$ cat src/rtl/dp_result_buffer.sv
// rtl/dp_result_buffer.sv - show-ahead result FIFO behind the datapath ALU
//
// Purpose:
//   Captures every ALU result qualified by valid_in and buffers it in a
//   DEPTH-entry show-ahead FIFO. A consumer drains the head through a
//   valid/ready handshake. The ALU cannot be stalled, so results that arrive
//   while the buffer is full and not draining are dropped. A dropped result
//   sets a sticky overflow flag. A wrapping counter tracks accepted results.
//
// Ports:
//   clk         - clock, rising edge
//   reset       - asynchronous active-high reset
//   valid_in    - ALU result valid
//   alu/carry/zero - ALU result and flags, stored unmodified
//   flush       - synchronous clear of contents, overflow and accept_cnt
//   out_valid   - head entry available
//   out_ready   - consumer accepts head entry (ignored when empty)
//   out_alu/out_carry/out_zero - head entry, forced to 0 when empty
//   count       - occupancy, 0..DEPTH
//   full/empty  - count == DEPTH / count == 0
//   overflow    - sticky: a result was dropped
//   accept_cnt  - number of results written, modulo 2^CNT_W

module dp_result_buffer #(
  parameter int DEPTH = 8,
  parameter int CNT_W = 8
) (
  input  logic                     clk,
  input  logic                     reset,
  input  logic                     valid_in,
  input  logic [3:0]               alu,
  input  logic                     carry,
  input  logic                     zero,
  input  logic                     flush,
  output logic                     out_valid,
  input  logic                     out_ready,
  output logic [3:0]               out_alu,
  output logic                     out_carry,
  output logic                     out_zero,
  output logic [$clog2(DEPTH):0]   count,
  output logic                     full,
  output logic                     empty,
  output logic                     overflow,
  output logic [CNT_W-1:0]         accept_cnt
);

  localparam int PW = $clog2(DEPTH);
  localparam int CW = PW + 1;

  // Entry layout: {carry, zero, alu[3:0]}
  logic [5:0]       r_mem [DEPTH];
  logic [PW-1:0]    r_wr_ptr;
  logic [PW-1:0]    r_rd_ptr;
  logic [CW-1:0]    r_count;
  logic             r_overflow;
  logic [CNT_W-1:0] r_accept_cnt;

  logic             w_full;
  logic             w_empty;
  logic             w_pop;
  logic             w_push;
  logic             w_drop;
  logic [5:0]       w_head;

  // Status comes only from the registered occupancy, so no input reaches
  // an output combinationally.
  assign w_full  = (r_count == CW'(DEPTH));
  assign w_empty = (r_count == '0);

  // A pop frees a slot in the same cycle, so a full buffer that is being
  // drained can still accept the incoming result.
  assign w_pop  = !w_empty && out_ready && !flush;
  assign w_push = valid_in && !flush && (!w_full || w_pop);
  assign w_drop = valid_in && !flush && w_full && !w_pop;

  always_ff @(posedge clk or posedge reset) begin
    if (reset) begin
      r_wr_ptr     <= '0;
      r_rd_ptr     <= '0;
      r_count      <= '0;
      r_overflow   <= 1'b0;
      r_accept_cnt <= '0;
    end else if (flush) begin
      r_wr_ptr     <= '0;
      r_rd_ptr     <= '0;
      r_count      <= '0;
      r_overflow   <= 1'b0;
      r_accept_cnt <= '0;
    end else begin
      if (w_push) begin
        r_wr_ptr     <= r_wr_ptr + PW'(1);
        r_accept_cnt <= r_accept_cnt + CNT_W'(1);
      end
      if (w_pop) begin
        r_rd_ptr <= r_rd_ptr + PW'(1);
      end
      if (w_push && !w_pop) begin
        r_count <= r_count + CW'(1);
      end else if (w_pop && !w_push) begin
        r_count <= r_count - CW'(1);
      end
      if (w_drop) begin
        r_overflow <= 1'b1;
      end
    end
  end

  // Storage is not reset; stale contents are hidden by the empty mask.
  always_ff @(posedge clk) begin
    if (w_push) begin
      r_mem[r_wr_ptr] <= {carry, zero, alu};
    end
  end

  assign w_head = w_empty ? 6'd0 : r_mem[r_rd_ptr];

  assign out_valid  = !w_empty;
  assign out_carry  = w_head[5];
  assign out_zero   = w_head[4];
  assign out_alu    = w_head[3:0];
  assign count      = r_count;
  assign full       = w_full;
  assign empty      = w_empty;
  assign overflow   = r_overflow;
  assign accept_cnt = r_accept_cnt;

endmodule

$ cat config.mk
export PLATFORM = sky130hd
export DESIGN_NAME = dp_result_buffer
export DESIGN_NICKNAME = d
export VERILOG_FILES = /design/src/rtl/dp_result_buffer.sv
export SDC_FILE = /design/constraint.sdc
export NUM_CORES = 1
export LEC_CHECK = 0
export BUFFER_PORTS_ARGS = -buffer_cell sky130_fd_sc_hd__buf_2
export CORE_MARGIN = 5
export CORE_UTILIZATION = 35
export DETAILED_ROUTE_END_ITERATION = 8
export PLACE_DENSITY_LB_ADDON = 0.2
export SKIP_CTS_REPAIR_TIMING = 1
export SLEW_MARGIN = 20
export SYNTH_ARGS = -nofsm -noshare
export SYNTH_HDL_FRONTEND = slang
export SYNTH_SLANG_ARGS = --single-unit
$ cat constraint.sdc
create_clock -name clk -period 3.75 [get_ports clk]
set_input_delay 0.375 -clock clk [delete_from_list [all_inputs] [get_ports clk]]
set_output_delay 0.375 -clock clk [all_outputs]
set_load 0.005 [all_outputs]
==> results.md, run 1 <==
Run status:
- The run finished with clean final reports.

STA:
- The share of the clock period used by the worst path after layout is 68.2%.
- The minimum hold slack is between 150 and 200 ps.
- The smallest setup slack after layout is 1190 ps.
- The slew at the pin closest to its max-slew limit is ~940 ps.
- In the final timing run, aggregate negative setup slack is 0 ps.
- The number of max-slew violations in the final report is 0.
- Setup violations remaining at the end of the flow were counted as 0.
- The final count of hold timing violations is 0.
- Static timing analysis puts the maximum clock frequency at 0.391 GHz.
- Setup repair after global routing left no endpoint under its margin.
- The worst slew margin relative to its limit is 36.5%.
- The post-layout minimum cycle time is 2560 ps.
- Clock skew on the completed layout was measured at 8.39 ps.

Power and ir drop:
- The worst-case IR drop observed on VDD is 0.190 mV.
- The sequential fraction of design power is a little under half.
- The internal power is 1.46 mW.
- The clock power share is around 27%.
- Combinational cells account for a little over a quarter of the total power.
- The switching power is ~700 uW.
- Of the total power, the share spent switching nets is between 30% and 40%.
- Dividing total power by cell area gives a power density of 616 nW/um2.
- The overall power after layout is 2.15 mW.
- For this design the static power due to leakage is around 1.3 nW.

Critical path:
- STA classifies the critical path endpoint as an output port.
- The maximum fanout encountered on the critical timing path is 14.
- At the worst endpoint, the required time is 3380 ps.
- The arrival time at the worst endpoint is between 2000 and 2500 ps.
- The critical path launch point type is a register.
- The worst register-to-register path begins at count[0]$_DFFE_PP0P_.
- The endpoint of the worst-slack reg-to-reg timing path is r_mem[6][2]$_DFFE_PP_.
- The cell at the slowest stage of the critical path is sky130_fd_sc_hd__dfrtp_1.
- Counting cells, the worst reg-to-reg path comes to 4.
- Walking the worst path, the cells encountered are mux4_2 > mux2i_1 > nor2_1 > buf_2.
- The critical path is of the reg2out type.
- The setup slack of the worst register-to-register path is 1480 ps.
- The largest single stage delay on the critical path is 900 ps.

GRT:
- The total congestion overflow after global routing is 0.
- Entering global routing, the biggest net connects 25 pins.
- The number of global-route vias before repair is 1808.
- The first global-routing pass estimated 9720 um of wire.
- The initial antenna violation count is 0.
- In the global route stage, overall resource usage came out at 12.4%.

Placement:
- After legalization and detailed placement, the total HPWL measured just over 4000 um.
- Before CTS, the worst setup slack after placement is 1170 ps.
- The total instance count after detailed placement is 340.
- The number of port buffers is 32.
- The cell area after placement is 3290 um2.
- The global placer's final weighted congestion is 0.737.

Route:
- The final wirelength is 6000 um.
- Once detail routing completed, the nets flagged for antenna violations numbered 0.
- The number of iterations in the first detailed-routing pass is 4.
- Summing over every cut layer, the via total after detailed routing is 1821.
- In the final routed layout, each cell accounts on average for 16.9 um.
- The number of DRC violations after detailed-routing iteration 0 is 56.
- The average via count per standard cell is 5.12.
- For this run, design rule violations remaining after detail routing come to 0.

Clock tree:
- The number of buffers inserted during clock tree synthesis is 9.
- TritonCTS built the clock tree.
- The root buffer cell chosen for the clock tree is sky130_fd_sc_hd__clkbuf_8.
- The source-to-sink clock delay at the later pin of the worst-skew pair is 330 ps.
- The H-tree was split into 3 levels.
- The clock transition at the registers of the reported paths is roughly 70 ps.
- In this run the deepest clock path goes through 2 buffers.
- The clock drives 67 sinks.

Synth:
- The netlist uses 44 different library cells.
- The area of the mapped netlist is 3040 um2.
- The synthesized net count is approximately 230.
- After synthesis, the largest area contributor takes up a little under half of total cell area.
- The number of synthesized flops with an enable pin is 48.
- Of all cell types, the one taking the most synthesized area is sky130_fd_sc_hd__edfxtp_1.
- Averaged over all synthesized cells, the footprint is 14.6 um2.
- After synthesis, the cell types taking the most area are sky130_fd_sc_hd__edfxtp_1 (47%), sky130_fd_sc_hd__dfrtp_1 (16%), sky130_fd_sc_hd__mux4_2 (8.9%).
- The count of yosys warnings during synthesis is 0.
- The most used standard cell by instance count after synthesis is sky130_fd_sc_hd__edfxtp_1.
- For this run, the register share of the synthesized area comes to about 63%.
- The gate count after technology mapping is 208.
- The predominant post-synthesis flop cell is sky130_fd_sc_hd__edfxtp_1.
- Sorting the synthesized cells by how often they occur yields sky130_fd_sc_hd__edfxtp_1 (48), sky130_fd_sc_hd__nor2_1 (24), sky130_fd_sc_hd__dfrtp_1 (19), sky130_fd_sc_hd__mux4_2 (12).
- The async set or reset register ratio after synthesis is about 28%.
- The number of synthesized register bits is 67.

Floorplan:
- Row generation in the floorplan step produced 34 rows.
- The initial core utilization is 35.3%.
- The die is 103 um tall.
- The number of ports placed on the die boundary is 33.
- The die boundary width is 103 um.
- The floorplan core area is 8590 um2.
- The die covers 10600 um2.

Worst hold path:
- The min-delay analysis places its worst path in the category in2async.

Final layout:
- At the end of the flow, the number of nets in the layout was 260.
- The antenna diode instance count is 0.
- The share of cells above drive strength 1 is 28.6%.
- The final cell count without fillers is 356.
- Compared with the post-synthesis result, the final layout area differs by 14.8%.
- The filler cells instantiated in the layout total 835.
- With fillers left out, the area of the finished cells amounts to 3480 um2.
- Measured on the finished design, the core utilization comes to 40.6%.

Flow run:
- The number of maximum-capacitance constraint violations is 0.
[flip-flops by register name, summed over array words and instances (netlist names)]
name        count
accept_cnt      8
count           4
overflow        1
r_mem          48
r_rd_ptr        3
r_wr_ptr        3
[metal layers]
layer / global-route usage (%) / vias to the layer above / routed length [um]
li1: - / 859 / -
met1: 16.5 / 922 / 2730
met3: 2.57 / 7 / 228
met5: 0 / - / 0
met2: 19.7 / 33 / 2960
met4: 5.08 / 0 / 82
[how the worst max path moves through the flow]
stage                             from  slack (ps)                    end  cells past startpoint
2_1_floorplan                out_ready        1720  r_mem[2][0]$_DFFE_PP_                      5
3_3_place_gp                     flush        1280  r_mem[6][3]$_DFFE_PP_                      5
3_5_place_dp                     flush        1170  r_mem[6][0]$_DFFE_PP_                      5
4_1_cts        r_rd_ptr[0]$_DFFE_PP0P_        1120             out_alu[0]                      4
5_1_grt        r_rd_ptr[0]$_DFFE_PP0P_         970              out_carry                      4
6_report       r_rd_ptr[0]$_DFFE_PP0P_        1190             out_alu[0]                      4
[cell usage in the layout, fill, tap and decap left out, drive strengths merged, types with 2 or more instances in the layout]
cell type	n
a211oi	2
a21oi	8
a31oi	3
buf	35
clkbuf	10
clkinv	4
dfrtp	19
edfxtp	48
ha	5
inv	8
mux2i	8
mux4	12
nand2	8
nand2b	3
nand3	8
nand4	2
nor2	24
nor2b	2
nor3	6
nor4	2
o31ai	4
or4	5
xnor2	7
xor2	2
[power by group through the flow]
stage	clock network [mW]	logic, mW	registers [mW]
2_1_floorplan	0	0.499	0.922
4_1_cts	0.594	0.605	0.986
6_report	0.580	0.588	0.979
3_5_place_dp	0	0.604	1.00
5_1_grt	0.636	0.671	1.00
3_3_place_gp	0	0.599	1.00
[worst max-delay path, delay by kind of cell, from the launching register on]
| kind | cells | cell delay (ps) |
|---|---|---|
| flops | 1 | 900 |
| simple gates | 1 | 60 |
| mux | 2 | 750 |
| buf+inv | 1 | 140 |
[kinds of logic after synthesis]
kind of cell	Yosys count	synth area share, %
AO/OA/AOI/OAI	24	5.60
XOR/XNOR	9	2.60
adder cells (fa/ha/maj)	6	2.72
buffers and inverters	18	3.09
flip-flops	67	63.1
multiplexers	21	12.0
AND/OR/NAND/NOR	63	10.8
[layout make-up]
| class | instances | area (um2) | share of cell area (%) |
|---|---|---|---|
| Sequential cell | 67 | 1920 | 55.0 |
| Multi-Input combinational cell | 123 | 1030 | 29.6 |
| Timing Repair Buffer | 35 | 183 | 5.24 |
| Tap cell | 108 | 135 | 3.88 |
| Clock buffer | 10 | 128 | 3.66 |
| Clock inverter | 6 | 65.1 | 1.87 |
| Inverter | 7 | 26.3 | 0.754 |
Power figures use the tool's default switching activity.
==> inputs of run 2 (changes only) <==
--- a/config.mk
+++ b/config.mk
@@ -5,6 +5,7 @@
 export SDC_FILE = /design/constraint.sdc
 export NUM_CORES = 1
 export LEC_CHECK = 0
+export ABC_AREA = 1
 export BUFFER_PORTS_ARGS = -buffer_cell sky130_fd_sc_hd__buf_2
 export CORE_MARGIN = 5
 export CORE_UTILIZATION = 35
==> constraint.sdc (replaced) <==
create_clock -name clk -period 2.43 [get_ports clk]
set_input_delay 0.243 -clock clk [delete_from_list [all_inputs] [get_ports clk]]
set_output_delay 0.243 -clock clk [all_outputs]
set_load 0.005 [all_outputs]
==> run 2 against run 1 <==
Net effect:
- global-route usage shrank 0.40 points
- area after synthesis grew 3.1%
- critical path type is now reg2reg
- clock skew grew 1.1 ps
- sequential share of layout area shrank 2.3 points
- combinational power grew 65%
- clock power grew 54%
- critical endpoint is now count[3]$_DFFE_PP0P_
- clock-buffer cell count shrank 1
- via count grew 19%
- final area grew 4.3%
==> results.md, run 2 <==
Critical path:
- The cell at the slowest stage of the critical path is sky130_fd_sc_hd__dfrtp_1.
- STA puts the critical path data required time at 2650 ps.
- Along the worst path, the maximum fanout reaches 11.
- STA classifies the critical path endpoint as a register.
- The arrival time at the worst endpoint is roughly 2400 ps.
- The critical path in this run is classified as reg2reg.
- The category of cells accounting for the largest share of critical-path delay is simple AND/OR/NAND/NOR gates.
- Together, buffers and inverters on the worst path number 1.
- The critical path goes through nor2_4 > nand2_2 > nand3_2 > nand3_2 > ha_1 > a21oi_1 > nand3_1 > nand2_1 > inv_1 > nand2_1 > nand2_1 > nand2_1 > nand2_1.
- The critical path launch point is count[0]$_DFFE_PP0P_.
- The worst setup path is launched from a register.
- The most repeated library cell on the critical path is sky130_fd_sc_hd__nand2_1.
- The worst register-to-register path begins at count[0]$_DFFE_PP0P_.
- The critical path's largest stage delay is 440 ps.

GRT:
- The initial antenna violation count is 0.
- In the global route stage, overall resource usage came out at a little under an eighth.
- The number of global-route vias before repair is 2079.
- Global routing used 3.27% of the available met3 tracks.
- The pin count of the biggest net entering global routing is 28.
- The global-route wire length before repair is 10500 um.
- The global-route track usage on met2 is 19.2%.
- Summed over all layers, the global routing overflow is 0.
- The most heavily used metal layer in global routing is met2.
- Global routing used 15.7% of the available met1 tracks.

Power and ir drop:
- Power spread over the standard cell area amounts to 904 nW/um2.
- The total leakage power is 1.50 nW.
- IR analysis of the VDD net gives a maximum drop of 0.377 mV.

Floorplan:
- The full die area is 10900 um2.
- In this run the count of I/O pins placed on the die edge is 33.
- The floorplan core area is roughly 8700 um2.
- The floorplan has 34 rows.
- The chip height is approximately 100 um.
- The initial utilization of the core area, before any placement, comes to 35.9%.
- The die is roughly 100 um wide.

Final layout:
- The library cells used most frequently in the layout, excluding fill and tap cells, are sky130_fd_sc_hd__nor2_1 (60), sky130_fd_sc_hd__edfxtp_1 (48), sky130_fd_sc_hd__o21ai_0 (43).
- The antenna diode instance count is 0.
- The register with the most flip-flops in the layout has 48 of them.
- The share of cells above drive strength 1 is 24.1%.
- The final-layout fill cell count is around 830.
- More flip-flops sit in one register than any other, and that register is r_mem.
- The commonest non-fill, non-tap cell in the layout is sky130_fd_sc_hd__nor2_1.
- The number of nets at the end of the flow is 361.
- The finished layout cell area is ~3600 um2.
- The area growth from synthesis to layout is 16.1%.

Clock tree:
- Clock tree synthesis found a total of 67 sinks.
- The clock transition at the registers of the reported paths is 80 ps.
- The H-tree generated during clock tree synthesis spans 3 levels.
- Clock tree synthesis inserted a total of 9 buffers.
- TritonCTS built the clock tree.
- The cell at the root of the clock tree is sky130_fd_sc_hd__clkbuf_8.
- The clock reaches the later pin of the worst-skew pair after 330 ps.
- The worst-case clock buffer depth is 2.

Synth:
- The share of synthesized area in the top cell type comes to 46.0%.
- In the synthesized netlist, the cells that appear most often are sky130_fd_sc_hd__nor2_1 (60), sky130_fd_sc_hd__edfxtp_1 (48), sky130_fd_sc_hd__o21ai_0 (43), sky130_fd_sc_hd__nand2_1 (32), sky130_fd_sc_hd__inv_1 (21).
- The Yosys step of the flow raised 0 warnings.
- The area of the mapped netlist is between 3000 and 4000 um2.
- The number of nets handed over by synthesis was around 320.
- Of the synthesized area, sequential elements account for approximately three fifths.
- Yosys mapped a number of flops with a built-in enable equal to 48.
- Of all cell types, the one taking the most synthesized area is sky130_fd_sc_hd__edfxtp_1.
- Counting flops and latches in the post-synthesis netlist gives 67.
- For this run, asynchronously set or reset flops after synthesis account for 28.4%.
- Sorting the synthesized cells by area gives the leading types as sky130_fd_sc_hd__edfxtp_1 (46%), sky130_fd_sc_hd__dfrtp_1 (15%), sky130_fd_sc_hd__nor2_1 (7.2%).
- Synthesis instantiated 34 different standard cells from the library.
- Yosys instantiated no cell more often than sky130_fd_sc_hd__nor2_1.
- The gate count after technology mapping is 300.
- The average cell area after synthesis is 10.4 um2.
- The predominant post-synthesis flop cell is sky130_fd_sc_hd__edfxtp_1.

STA:
- The share of the clock period used by the worst path after layout is between 80% and 90%.
- The post-layout minimum cycle time is 2160 ps.
- At the pin with the least slew margin, the transition time is 756 ps.
- Setup violations remaining at the end of the flow were counted as 0.
- The final clock skew is ~9.5 ps.
- The number of max-slew violations in the final report is 0.
- The achievable clock frequency is 0.464 GHz.
- The final count of hold timing violations is 0.
- Setup repair after global routing left no endpoint under its margin.
- The setup TNS is 0 ps.
- The worst slew margin relative to its limit is roughly half.

Flow run:
- The number of maximum-capacitance constraint violations is 0.

Route:
- The number of iterations in the first detailed-routing pass is 4.
- The final layout contains routed wiring with a total length of 6250 um.
- For this block, the via count after detailed routing is 2169.
- In the routed layout, each cell is associated on average with a via count of about 4.7.
- The mean routed wirelength per cell is 13.7 um.
- The residual DRC count is 0.
- For this block, the initial DRC count from the detailed router was 127.
- The post-route antenna net violation count is 0.

Placement:
- After detailed placement, the total cell area comes to 3440 um2.
- Buffers placed on the I/O ports in this run total 32.
- The post-detailed-placement half-perimeter wirelength is 4270 um.
- At the end of routability-driven placement, the weighted congestion stood at 0.774.

Worst hold path:
- The worst min-delay path class is in2async.

Run status:
- The flow ran to the end, and the final reports show no timing, DRC or antenna violations.
[run 2: path summary, 6_finish.rpt]
kind / endpoint / slack [ps] / cells after the start
worst max-delay path: count[3]$_DFFE_PP0P_ / 270 / 13
worst min-delay path: accept_cnt[3]$_DFFE_PP0P_ / 30 / 2
worst max register to register: count[3]$_DFFE_PP0P_ / 270 / 13
worst min register to register: overflow$_DFFE_PP0P_ / 490 / 1
max in group asynchronous: r_rd_ptr[2]$_DFFE_PP0P_ / 1920 / 2
min in group clk: r_mem[3][2]$_DFFE_PP_ / 180 / 1
[run 2: final cells by class]
cell class	instances	area (um2)	share of cell area [%]
flip-flops and latches	67	1920	52.7
inverters	25	100	2.75
well taps	108	135	3.72
clock inverters	7	68.8	1.89
clock buffers	9	124	3.41
repair buffers	44	250	6.88
multi-input cells	197	1040	28.6
[run 2: metrics by stage]
stage | setup WS, ps | instances | power (mW) | hold slack, ps | utilization (%)
after floorplan | 584 | 300 | 2.12 | 194 | -
after global placement | 359 | 441 | 2.43 | 424 | 39.5
after detailed placement | 282 | 441 | 2.44 | 420 | 39.5
after CTS | 268 | 457 | 3.33 | 49.9 | 41.7
after global routing | 103 | 457 | 3.54 | 82.7 | 41.7
final | 273 | 457 | 3.29 | 29.4 | 41.7
[run 2: cell families (layout without fill, tap and decap cells)]
| family | Yosys count | after routing | synth area share [%] |
|---|---|---|---|
| buffers and inverters | 36 | 85 | 5.59 |
| AO/OA/AOI/OAI | 59 | 59 | 10.7 |
| AND/OR/NAND/NOR | 127 | 127 | 18.5 |
| XOR/XNOR | 5 | 5 | 1.40 |
| adder cells (fa/ha/maj) | 6 | 6 | 2.64 |
| flip-flops | 67 | 67 | 61.2 |
[run 2: report_power, final]
group	internal [mW]	switching, mW	total (mW)
logic	0.379	0.591	0.970
registers	1.32	0.105	1.42
clock network	0.470	0.425	0.895
total	2.16	1.12	3.29
[run 2: per-layer routing]
metal  vias to the layer above  routed length (um)
met2                        42                2980
met4                         0                  64
li1                       1102                   -
met3                         6                 231
met1                      1019                2980
met5                         -                   0
[run 2: worst register-to-register path, cell delays in order, from the launching register on]
cell and delay [ps]:
sky130_fd_sc_hd__dfrtp_1 440, sky130_fd_sc_hd__nor2_4 150, sky130_fd_sc_hd__nand2_2 180, sky130_fd_sc_hd__nand3_2 170
sky130_fd_sc_hd__nand3_2 150, sky130_fd_sc_hd__ha_1 360, sky130_fd_sc_hd__a21oi_1 190, sky130_fd_sc_hd__nand3_1 90
sky130_fd_sc_hd__nand2_1 90, sky130_fd_sc_hd__inv_1 40, sky130_fd_sc_hd__nand2_1 50, sky130_fd_sc_hd__nand2_1 50
sky130_fd_sc_hd__nand2_1 50, sky130_fd_sc_hd__nand2_1 50
==> inputs of run 3 (changes only) <==
--- a/config.mk
+++ b/config.mk
@@ -11,6 +11,7 @@
 export CORE_UTILIZATION = 35
 export DETAILED_ROUTE_END_ITERATION = 8
 export PLACE_DENSITY_LB_ADDON = 0.2
+export RECOVER_POWER = 100
 export SKIP_CTS_REPAIR_TIMING = 1
 export SLEW_MARGIN = 20
 export SYNTH_ARGS = -nofsm -noshare
==> run 3 against run 2 <==
Net effect:
- worst hold slack got worse by 2.0 ps
- utilization is 0.89 points lower
- cell count unchanged
- global-route usage is the same
- largest power group unchanged
- first-iteration DRC count decreased by 6.3%
- final area decreased by 2.1%
- via count up 0.18%
- register-to-register slack lost 40 ps
==> results.md, run 3 (synthesis gave the netlist of run 2 again) <==
Clock tree:
- The clock transition at the registers of the reported paths is about 80 ps.
- Counting the buffers created by CTS gives 9.
- The H-tree depth reported by CTS is 3.
- CTS saw 67 sinks.
- TritonCTS built the clock tree.
- At the later pin of the worst-skew pair, clock insertion delay measures 330 ps.
- The worst-case clock buffer depth is 2.
- The cell sitting at the root of the clock tree is a sky130_fd_sc_hd__clkbuf_8.

Floorplan:
- During I/O placement, the number of pins put on the boundary was 33.
- The chip height is approximately 100 um.
- The count of standard-cell rows is 34.
- The floorplan step set the die width to between 100 and 150 um.
- The floorplan core area is 8720 um2.
- The initial utilization of the core area, before any placement, comes to 35.9%.
- The full die area is 10900 um2.

Route:
- The final wirelength is 6270 um.
- The highest layer touched by signal routing is met4.
- The number of DRC violations after detailed-routing iteration 0 is 119.
- The routed design uses 3000 um of met2 wire.
- For this run, the detailed router's first-pass iteration total came to 4.
- The mean routed wirelength per cell is between 10 and 15 um.
- In this run the remaining antenna-violating nets after routing total 0.
- Using the TritonRoute via totals, the vias-per-cell ratio works out to 4.75.
- For this block, the via count after detailed routing is 2173.
- After detailed routing, the number of remaining DRC violations is 0.
- In the detailed route, the total length drawn on met3 is 259 um.
- After detailed routing, the wire length on met1 is 2950 um.

Final layout:
- After the last flow step, the layout net total stands at 361.
- The register with the most flip-flops in the layout has 48 of them.
- The final cell count without fillers is 457.
- The share of the core filled with cells is approximately two fifths.
- The commonest non-fill, non-tap cell in the layout is sky130_fd_sc_hd__nor2_1.
- More flip-flops sit in one register than any other, and that register is r_mem.
- Relative to the synthesized area, the layout overhead comes to 13.6%.
- After routing the design area is around 3600 um2.
- 0 antenna diodes ended up in the layout.
- In the layout the commonest cells are sky130_fd_sc_hd__nor2_1 (60), sky130_fd_sc_hd__o21ai_0 (48), sky130_fd_sc_hd__edfxtp_1 (48).
- The share of cells above drive strength 1 is between 10% and 20%.

Critical path:
- STA classifies the critical path startpoint as a register.
- The capturing instance or port of the critical path is r_mem[6][5]$_DFFE_PP_.
- The arrival time at the worst endpoint is 2190 ps.
- The depth of the worst register-to-register path is 9.
- The most numerous cell type found on the critical path is sky130_fd_sc_hd__nand2_1.
- On the critical path, the stage with the largest delay is an instance of sky130_fd_sc_hd__dfrtp_1.
- The depth of the critical timing path with buffers and inverters included is 9.
- The critical path is of the reg2reg type.
- In this run the worst path has a maximum fanout of 11.
- The kind of end point of the critical path is a register.
- The critical path launch point is count[1]$_DFFE_PP0P_.
- At the worst endpoint, the required time is between 2000 and 2500 ps.
- The category of cells accounting for the largest share of critical-path delay is simple AND/OR/NAND/NOR gates.
- The critical path's largest stage delay is between 400 and 500 ps.
- The worst register-to-register path has a setup slack of between 200 and 250 ps.
- In this run the critical register-to-register path is captured at r_mem[6][5]$_DFFE_PP_.
- The number of buffers and inverters on the critical path is 2.
- The signal on the critical path passes through nor2_4 > nand2_2 > nand3_2 > nand2_1 > nand2_4 > inv_4 > nand2_1 > nor2_1 > clkbuf_1.
- The worst register-to-register path begins at count[1]$_DFFE_PP0P_.

GRT:
- The total congestion overflow after global routing is 0.
- The global-route wire length before repair is 10500 um.
- The initial antenna violation count came to 0.
- Entering global routing, the biggest net connects 28 pins.
- The aggregate global-route resource usage is about an eighth.
- The number of global-route vias before repair came to 2079.

STA:
- The post-layout minimum cycle time is 2200 ps.
- On the final layout, the worst clock skew is between 9 and 10 ps.
- The number of max-slew violations in the final report is 0.
- The final count of hold timing violations is 0.
- Setup repair after global routing left no endpoint under its margin.
- The achievable clock frequency is roughly 0.46 GHz.
- The slew at the pin closest to its max-slew limit is 752 ps.
- The setup TNS is 0 ps.
- Setup violations remaining at the end of the flow were counted as 0.
- The smallest setup slack after layout is 234 ps.
- The share of the clock period used by the worst path after layout is 90.4%.
- The worst slew margin relative to its limit is approximately 50%.

Placement:
- Buffers placed on the I/O ports in this run total 32.
- Summed over all nets, the half-perimeter wirelength after detailed placement is around 4300 um.
- At the placement stage, the worst setup path has a slack of 282 ps.
- The congestion estimate from routability-driven global placement came to a little under 0.8.
- The placed instances occupy a cell area of around 3400 um2.
- The total instance count after detailed placement is roughly 440.

Flow run:
- Across the run, the number of max-cap violations was 0.

Run status:
- The run finished with clean final reports.

Power and ir drop:
- The maximum ir drop on the vdd rail is 0.370 mV.
- Power spread over the standard cell area amounts to 910 nW/um2.
- The total leakage power is 1.42 nW.

Worst hold path:
- The worst min-delay path class is in2async.
run 3: cell count changes in the layout (fill, tap and decap cells not counted), sizes merged:
cell	change
buf	-24
clkbuf	+24
run 3: routing by layer:
layer	track usage, %	vias up
li1	-	1104
met1	15.7	1014
met2	19.2	49
met3	3.27	6
met4	4.11	0
met5	0	-
run 3: metrics by stage:
| step | power, mW | hold slack, ps |
|---|---|---|
| 3_3_place_gp | 2.43 | 424 |
| 6_report | 3.24 | 27.4 |
| 4_1_cts | 3.33 | 49.9 |
| 3_5_place_dp | 2.44 | 420 |
| 5_1_grt | 3.49 | 82.7 |
| 2_1_floorplan | 2.12 | 194 |
run 3: power by group:
group / total (mW) / switching (mW) / internal, mW
combinational: 0.920 / 0.578 / 0.343
sequential: 1.42 / 0.104 / 1.32
clock: 0.896 / 0.426 / 0.470
total: 3.24 / 1.11 / 2.13
run 3: final cells by class:
type	count	area, um2
Fill cell	853	5160
Clock buffer	9	124
Tap cell	108	135
Timing Repair Buffer	44	206
Sequential cell	67	1920
Clock inverter	7	68.8
Inverter	25	100
Multi-Input combinational cell	197	1010
run 3: worst register-to-register path: stages, from the launching register on:
cell and delay [ps]:
sky130_fd_sc_hd__dfrtp_1 470, sky130_fd_sc_hd__nor2_4 60, sky130_fd_sc_hd__nand2_2 210, sky130_fd_sc_hd__nand3_2 140
sky130_fd_sc_hd__nand2_1 150, sky130_fd_sc_hd__nand2_4 130, sky130_fd_sc_hd__inv_4 140, sky130_fd_sc_hd__nand2_1 130
sky130_fd_sc_hd__nor2_1 110, sky130_fd_sc_hd__clkbuf_1 310
run 3: worst min path at each step:
stage,start,to,slack [ps]
floorplan,reset,accept_cnt[0]$_DFFE_PP0P_,190
global placement,reset,r_wr_ptr[0]$_DFFE_PP0P_,420
detailed placement,reset,r_wr_ptr[0]$_DFFE_PP0P_,420
CTS,reset,accept_cnt[3]$_DFFE_PP0P_,50
global route,reset,accept_cnt[0]$_DFFE_PP0P_,80
finish,reset,accept_cnt[3]$_DFFE_PP0P_,30
